==> src/rtl/wb_spi_master_top.sv <==
// Wishbone slave to SPI master (mode 0, MSB first) bridge for serial EEPROMs.
// Byte commands are queued in a small FIFO and carry START/STOP/READ framing flags.
module wb_spi_master_top #(
  parameter int unsigned FIFO_DEPTH = 4,
  parameter logic [7:0]  DIV_RESET  = 8'd4
) (
  input  logic        clk,
  input  logic        rst,
  input  logic [31:0] wb_addr,
  input  logic        wb_we,
  input  logic        wb_stb,
  input  logic        wb_cyc,
  input  logic [31:0] wb_dout,
  output logic [31:0] wb_din,
  output logic        wb_ack,
  output logic        spi_mosi,
  output logic        spi_sck,
  output logic        spi_ss,
  input  logic        spi_miso,
  output logic        irq
);

  localparam int unsigned AW       = $clog2(FIFO_DEPTH);
  localparam logic [AW:0] FULL_CNT = FIFO_DEPTH[AW:0];

  localparam logic [2:0] ST_IDLE      = 3'd0;
  localparam logic [2:0] ST_SETUP     = 3'd1;
  localparam logic [2:0] ST_SHIFT_HI  = 3'd2;
  localparam logic [2:0] ST_SHIFT_LO  = 3'd3;
  localparam logic [2:0] ST_STOP_WAIT = 3'd4;
  localparam logic [2:0] ST_CS_HOLD   = 3'd5;

  logic [10:0]   fifo_mem [FIFO_DEPTH];
  logic [AW-1:0] wr_ptr, rd_ptr;
  logic [AW:0]   fifo_cnt;
  logic          fifo_full, fifo_empty;
  logic [10:0]   fifo_head;

  logic [2:0]  state;
  logic [7:0]  timer, div, div_cur;
  logic [2:0]  bit_cnt;
  logic [7:0]  tx_sh, rx_sh, rx_byte;
  logic        rx_valid, cmd_stop, cmd_read;

  logic [7:0]  addr;
  logic        sel, is_cmd_wr, accept, push, pop, busy;
  logic [31:0] rd_data;
  logic        unused_bits;

  assign unused_bits = ^{wb_addr[31:8], wb_dout[31:11]};

  assign addr       = wb_addr[7:0];
  assign fifo_full  = (fifo_cnt == FULL_CNT);
  assign fifo_empty = (fifo_cnt == '0);
  assign fifo_head  = fifo_mem[rd_ptr];
  assign busy       = (state != ST_IDLE) || !fifo_empty;

  // A command write against a full FIFO stalls the handshake instead of dropping data.
  assign sel       = wb_stb & wb_cyc & ~wb_ack;
  assign is_cmd_wr = wb_we && (addr == 8'h10);
  assign accept    = sel && !(is_cmd_wr && fifo_full);
  assign push      = accept && is_cmd_wr;
  assign pop       = (state == ST_IDLE) && !fifo_empty;

  always_comb begin
    rd_data = '0;
    case (addr)
      8'h00:   rd_data = {29'b0, fifo_full, rx_valid, busy};
      8'h10:   rd_data = {24'b0, rx_byte};
      8'h20:   rd_data = {24'b0, div};
      default: rd_data = '0;
    endcase
  end

  always_ff @(posedge clk) begin
    if (push) fifo_mem[wr_ptr] <= wb_dout[10:0];
  end

  always_ff @(posedge clk) begin
    if (!rst) begin
      wb_ack   <= 1'b0;
      wb_din   <= '0;
      wr_ptr   <= '0;
      rd_ptr   <= '0;
      fifo_cnt <= '0;
      div      <= DIV_RESET;
      div_cur  <= DIV_RESET;
      state    <= ST_IDLE;
      timer    <= '0;
      bit_cnt  <= '0;
      tx_sh    <= '0;
      rx_sh    <= '0;
      rx_byte  <= '0;
      rx_valid <= 1'b0;
      cmd_stop <= 1'b0;
      cmd_read <= 1'b0;
      irq      <= 1'b0;
      spi_sck  <= 1'b0;
      spi_ss   <= 1'b1;
      spi_mosi <= 1'b0;
    end else begin
      wb_ack <= accept;
      wb_din <= (accept && !wb_we) ? rd_data : '0;
      if (push) wr_ptr <= wr_ptr + 1'b1;
      if (pop)  rd_ptr <= rd_ptr + 1'b1;
      fifo_cnt <= fifo_cnt + {{AW{1'b0}}, push} - {{AW{1'b0}}, pop};
      if (accept && wb_we && addr == 8'h20) div <= wb_dout[7:0];
      // Cleared here first so a completion later in this block takes priority.
      if (accept && !wb_we && addr == 8'h10) begin
        rx_valid <= 1'b0;
        irq      <= 1'b0;
      end

      case (state)
        ST_IDLE: begin
          if (!fifo_empty) begin
            tx_sh    <= fifo_head[7:0];
            spi_mosi <= fifo_head[7];
            cmd_stop <= fifo_head[9];
            cmd_read <= fifo_head[10];
            if (fifo_head[8]) spi_ss <= 1'b0;
            div_cur  <= div;
            timer    <= div;
            bit_cnt  <= '0;
            state    <= ST_SETUP;
          end
        end
        ST_SETUP: begin
          if (timer == '0) begin
            spi_sck <= 1'b1;
            rx_sh   <= {rx_sh[6:0], spi_miso};
            timer   <= div_cur;
            state   <= ST_SHIFT_HI;
          end else timer <= timer - 1'b1;
        end
        ST_SHIFT_HI: begin
          if (timer == '0) begin
            spi_sck  <= 1'b0;
            tx_sh    <= {tx_sh[6:0], 1'b0};
            spi_mosi <= tx_sh[6];
            timer    <= div_cur;
            state    <= ST_SHIFT_LO;
            if (bit_cnt == 3'd7 && cmd_read) begin
              rx_byte  <= rx_sh;
              rx_valid <= 1'b1;
              irq      <= 1'b1;
            end
          end else timer <= timer - 1'b1;
        end
        ST_SHIFT_LO: begin
          if (timer == '0) begin
            if (bit_cnt == 3'd7) begin
              if (cmd_stop) begin
                timer <= div_cur;
                state <= ST_STOP_WAIT;
              end else state <= ST_IDLE;
            end else begin
              bit_cnt <= bit_cnt + 1'b1;
              spi_sck <= 1'b1;
              rx_sh   <= {rx_sh[6:0], spi_miso};
              timer   <= div_cur;
              state   <= ST_SHIFT_HI;
            end
          end else timer <= timer - 1'b1;
        end
        ST_STOP_WAIT: begin
          if (timer == '0) begin
            spi_ss <= 1'b1;
            timer  <= div_cur;
            state  <= ST_CS_HOLD;
          end else timer <= timer - 1'b1;
        end
        ST_CS_HOLD: begin
          if (timer == '0) state <= ST_IDLE;
          else timer <= timer - 1'b1;
        end
        default: state <= ST_IDLE;
      endcase
    end
  end

endmodule

==> config.mk <==
export PLATFORM = sky130hd
export DESIGN_NAME = wb_spi_master_top
export DESIGN_NICKNAME = d
export VERILOG_FILES = /design/src/rtl/wb_spi_master_top.sv
export SDC_FILE = /design/constraint.sdc
export NUM_CORES = 1
export LEC_CHECK = 0
export ABC_AREA = 1
export CORE_MARGIN = 4
export CORE_UTILIZATION = 38
export DETAILED_ROUTE_END_ITERATION = 10
export GPL_TIMING_DRIVEN = 0
export MAX_ROUTING_LAYER = met4
export SYNTH_ARGS = -nofsm -noshare
export SYNTH_HDL_FRONTEND = slang
export SYNTH_SLANG_ARGS = --single-unit
==> constraint.sdc <==
create_clock -name clk -period 5.78 [get_ports clk]
set_input_delay 0.578 -clock clk [delete_from_list [all_inputs] [get_ports clk]]
set_output_delay 0.578 -clock clk [all_outputs]
set_load 0.05 [all_outputs]
# Word level (Yosys, flattened, before mapping)
# Memories as Yosys holds them, arrays and structs flattened. A register that Yosys moved wholly into a read port is not among the register bits.
# Cells that the tools add are included.
[op_classes]
reduce_logical = 36
muxes = 51
add_sub_neg = 6
bitwise_logic = 4
eq_ne = 19
[op_table]
columns = ["operator", "count"]
rows = [
  ["$mux W8", 9],
  ["$mux W3", 11],
  ["$pmux W8 S4", 1],
  ["$pmux W8 S3", 1],
  ["$mux W1", 18],
  ["$ne A2 B2 Y1 const B", 9],
  ["$pmux W3 S6", 1],
  ["$logic_not A8 Y1", 2],
  ["$pmux W8 S2", 1],
  ["$reduce_and A4 Y1", 4],
  ["$mux W7", 2],
  ["$pmux W7 S2", 1],
  ["$eq A3 B3 Y1 const B", 4],
  ["$logic_and A1 B1 Y1", 10],
  ["$eq A8 B5 Y1 const B", 1],
  ["$eq A8 B6 Y1 const B", 1],
  ["$reduce_bool A2 Y1", 4],
  ["$sub A8 B1 Y8 const B", 1],
  ["$eq A3 B2 Y1 const B", 2],
  ["$logic_not A3 Y1", 2],
  ["$pmux W3 S2", 1],
  ["$reduce_and A3 Y1", 2],
  ["$reduce_and A6 Y1", 1],
  ["$reduce_bool A3 Y1", 2],
  ["17 further kinds", 25],
]
[word_totals]
memories = 1
ramBits = 44
in_bits = 70
word_cells = 137
out_inout_bits = 37
reg_bits = 100
[memory_table]
columns = ["memory", "depth", "width", "rd", "rd_clocked_by_memory_dff", "wr", "line", "source"]
rows = [
  ["fifo_mem", 4, 11, 1, 1, 1, "33", "logic [10:0] fifo_mem [FIFO_DEPTH];"],
]

# Longest topological paths before layout
[depth]
ltp_word = 11
depth_mapped = 12
depth_no_buf = 12

# Least setup slack after synthesis
# OpenSTA, ideal clock, no wires.
[synth_path]
path_kind = "input to register"
from = "input wb_addr[1]"
to = "register fifo_cnt[2]"
required_time_ns = 5.661
stages = 12
arrival_ns = 2.369
setup_ns = 0.119
slack_ns = 3.291
n_path_buf = 1
path_cell_list = "nor2_1 > nand3_1 > nor2_1 > buf_2 > nand4_2 > ha_1 > inv_1 > ha_1 > inv_1 > fa_1 > o21ai_0 > a21oi_1"
[synth_via]
elab_chain_cells = 8
[synth_lines]
columns = ["item", "line", "source"]
rows = [
  ["start: declaration", "9", "input logic [31:0] wb_addr,"],
  ["$eq A8 B5 Y1 *", "60", "assign is_cmd_wr = wb_we && (addr == 8'h10);"],
  ["$logic_and A1 B1 Y1 *", "60", ""],
  ["$logic_and A1 B1 Y1", "61", "assign accept = sel && !(is_cmd_wr && fifo_full);"],
  ["$logic_not A1 Y1", "61", ""],
  ["$logic_and A1 B1 Y1", "61", ""],
  ["$logic_and A1 B1 Y1 *", "62", "assign push = accept && is_cmd_wr;"],
  ["$add A3 B1 Y3 *", "106", "fifo_cnt <= fifo_cnt + {{AW{1'b0}}, push} - {{AW{1'b0}}, pop};"],
  ["$sub A3 B1 Y3 *", "106", ""],
  ["end signal: assignment", "106", ""],
  ["end: declaration", "35", "logic [AW:0] fifo_cnt;"],
]
# Mark *: on every way between the ends. The rest lies on a longest branch, timed or not.
# A chain may end at the register's enable or synchronous reset.

# Final worst setup path
[layout_path]
from = "input wb_addr[1]"
to = "memory fifo_mem[2][4], enable pin"
[layout_via]
elab_chain_cells = 8
[layout_lines]
columns = ["item", "line", "source"]
rows = [
  ["$eq A8 B5 Y1 *", "60", ""],
  ["$logic_and A1 B1 Y1 *", "60", ""],
  ["$logic_and A1 B1 Y1", "61", ""],
  ["$logic_not A1 Y1", "61", ""],
  ["$logic_and A1 B1 Y1", "61", ""],
  ["$logic_and A1 B1 Y1 *", "62", ""],
  ["$mux W1 *", "76", "if (push) fifo_mem[wr_ptr] <= wb_dout[10:0];"],
  ["$mux W1 (implied by the code) *", "76", ""],
  ["end: declaration", "33", ""],
]
# Marked as above.

==> qor.csv <==
metric;value;unit
status;finished clean;
p_sw_share;37.6;%
cp.arrival;2.78;ns
cts_buffer_depth;2;
synth.most_common_cell;nand2_1;
combPwrFrac;35.7;%
cts_resized;0;
worstHoldEndpoint;rx_valid$_SDFF_PN0_;
vdd.ir_drop.worst;0.214;mV
async_flop_share;0;%
core_region_area;14500;um2
cts_root_buf;clkbuf_16;
power.switching;1.22;mW
finalSetupTns;0;ns
r2r_start;fifo_cnt[1]$_SDFF_PN0_;
pwr_density_cell;475;nW/um2
min_from;rx_valid$_SDFF_PN0_;
critical_path_class;in2reg;
syn_area_per_cell;8.32;um2
cts_buffers;17;
rrSetupSlack;3.34;ns
fin_crit;2.76;ns
cts_max_level;4;
antenna_found_initial;0;
drive_above_1_share;11.4;%
drv_slew;0;
p_leak;2.93;nW
max_slew_margin;24.3;%
detailed_place.area;6270;um2
routed_via_density;4.87;
finalPower;3.25;mW
overflow;0;
die_area;16700;um2
grt_pass1_wl;22200;um
required;5.80;ns
worst_pin_slew;1.13;ns
ys_dominant_reg_cell;dfxtp_1;
io_buffers;36;
yosysTopAreaCell;dfxtp_1;
synth.area.top_cells;dfxtp_1 (28%), edfxtp_1 (24%), nand2_1 (8.1%);
drv_cap;0;
cpPeakStageDelay;0.93;ns
gp_congestion;0.879;
min_delay_path_depth;2;
dp.cells;915;
cp_common_cell;nor2_1;
grt_use_total;17.6;%
start_kind;input pin;
path_clk_slew;0.05;ns
drc;0;
grt_pass1_vias;4393;
hold_viol_final;0;
num_rows;44;
fin_crit_sh;47.7;%
rr_endpoint;fifo_cnt[2]$_SDFF_PN0_;
post-dp-hpwl;9770;um
ant_nets;0;
cts_sinks;122;
antennaDiodeCount;0;
critical_path.cell_chain;clkdlybuf4s50_1 > nor2_1 > nand3_1 > nor2_1 > buf_2 > nand4_2 > nor2_1;
cts_tree;yes;
setup_viol;0;
drtPass1Iterations;5;
synth_cell_types;38;
yosys.area.top_type_share;27.9;%
intPower;2.02;mW
fmax;363;MHz
cts_setup_buffers;0;
pin_count;107;
clkPwrFrac;30.7;%
ys_ff_latch;122;
vias;4614;
rsz0062_at_grt;false;
crit_path_end_kind;register;
critPathSlowestCell;nor2_1;
finalInstanceArea;6840;um2
holdCritPathClass;reg2reg;
clock_latency;0.41;ns
synthesis.area;5590;um2
start_util;38.6;%
final_cells;947;
synth_edf_count;44;
drt_iter0_markers;311;
grt_max_degree;17;
crit_fanout;11;
synth-seq-area-share;51.6;%
die_w;129;um
synth_cells;672;
routedWlPerCell;14.5;um
layout.nets;831;
yosys_warnings;0;
syn_to_final_growth;22.3;%
cts_hold_buf;0;
r2r_cells;12;
wirelength;13700;um
skew;0.00720;ns
p_seq_share;33.6;%
synth_commonest_cells;nand2_1 (121), nor2_1 (107), dfxtp_1 (78);
die_h;129;um
-- per-layer routing --
| metal | wire length (um) | global-route usage [%] |
|---|---|---|
| met5 | 0 | - |
| met4 | 233 | 6.05 |
| met3 | 812 | 3.96 |
| met2 | 6450 | 27.3 |
| met1 | 6210 | 22.9 |
-- power groups by stage --
stage | clock (mW) | combinational [mW] | sequential (mW)
after global routing | 1.04 | 1.31 | 1.10
after CTS | 1.01 | 1.16 | 1.09
final | 0.998 | 1.16 | 1.09
after floorplan | 0 | 0.861 | 1.10
after detailed placement | 0 | 1.15 | 1.10
after global placement | 0 | 1.12 | 1.10
-- registers in the layout, summed over array words and instances (netlist names), 2 cells and up, named ones only --
register	cells
fifo_mem	44
div	8
div_cur	8
rx_byte	8
rx_sh	8
timer	8
wb_din	8
tx_sh	7
bit_cnt	3
fifo_cnt	3
state	3
rd_ptr	2
wr_ptr	2
-- cell families after synthesis --
logic type	count (synthesis)	synth area share, %
AOI/OAI and AO/OA	136	13.1
xor gates and xnor gates	1	0.157
adders and majority gates	11	2.60
buffers and inverters	122	10.4
DFF	122	51.6
muxes	4	0.716
other	1	0.0671
and+or+nand+nor	275	21.5
-- per-stage QoR --
step           utilization, %  hold WS, ns  worst slack (ns)
6_report                 47.2        0.462              3.02
5_1_grt                  47.2        0.485              2.70
4_1_cts                  47.2        0.464              2.98
3_5_place_dp             43.3        0.455              2.57
3_3_place_gp             43.3        0.453              2.57
2_1_floorplan               -        0.431              3.29
-- layout make-up --
cell class	instances	area, um2
Fill cell	1395	7640
Sequential cell	122	2880
Multi-Input combinational cell	451	2220
Clock buffer	27	534
Timing Repair Buffer	36	360
Buffer	48	302
Inverter	74	278
Tap cell	184	230
Clock inverter	5	33.8
-- critical path, delay by kind of cell --
family / cells / cell delay, ns
AND/OR/NAND/NOR: 5 / 1.56
buffers and inverters: 2 / 0.63
-- worst max path at each step --
| stage | endpoint | cells after the start | slack, ns | startpoint |
|---|---|---|---|---|
| floorplan | fifo_cnt[2]$_SDFF_PN0_ | 12 | 3.29 | wb_addr[1] |
| global placement | fifo_mem[1][7]$_DFFE_PP_ | 7 | 2.57 | wb_addr[1] |
| detailed placement | fifo_mem[0][7]$_DFFE_PP_ | 7 | 2.57 | wb_addr[1] |
| CTS | fifo_mem[0][4]$_DFFE_PP_ | 7 | 2.98 | wb_addr[1] |
| global route | fifo_cnt[2]$_SDFF_PN0_ | 13 | 2.70 | wb_addr[1] |
| finish | fifo_mem[2][4]$_DFFE_PP_ | 7 | 3.02 | wb_addr[1] |
-- layout by cell type, fill, tap and decap left out, types with 17 or more instances in the layout --
master and n:
o21ai_0 51, nand2_1 121, edfxtp_1 44, nor2_1 107, clkdlybuf4s50_1 36, nand3_1 26
conb_1 24, buf_4 26, clkbuf_16 18, inv_1 66, clkbuf_1 17, a21oi_1 50
dfxtp_1 78
(Power assumes the default switching activity.)
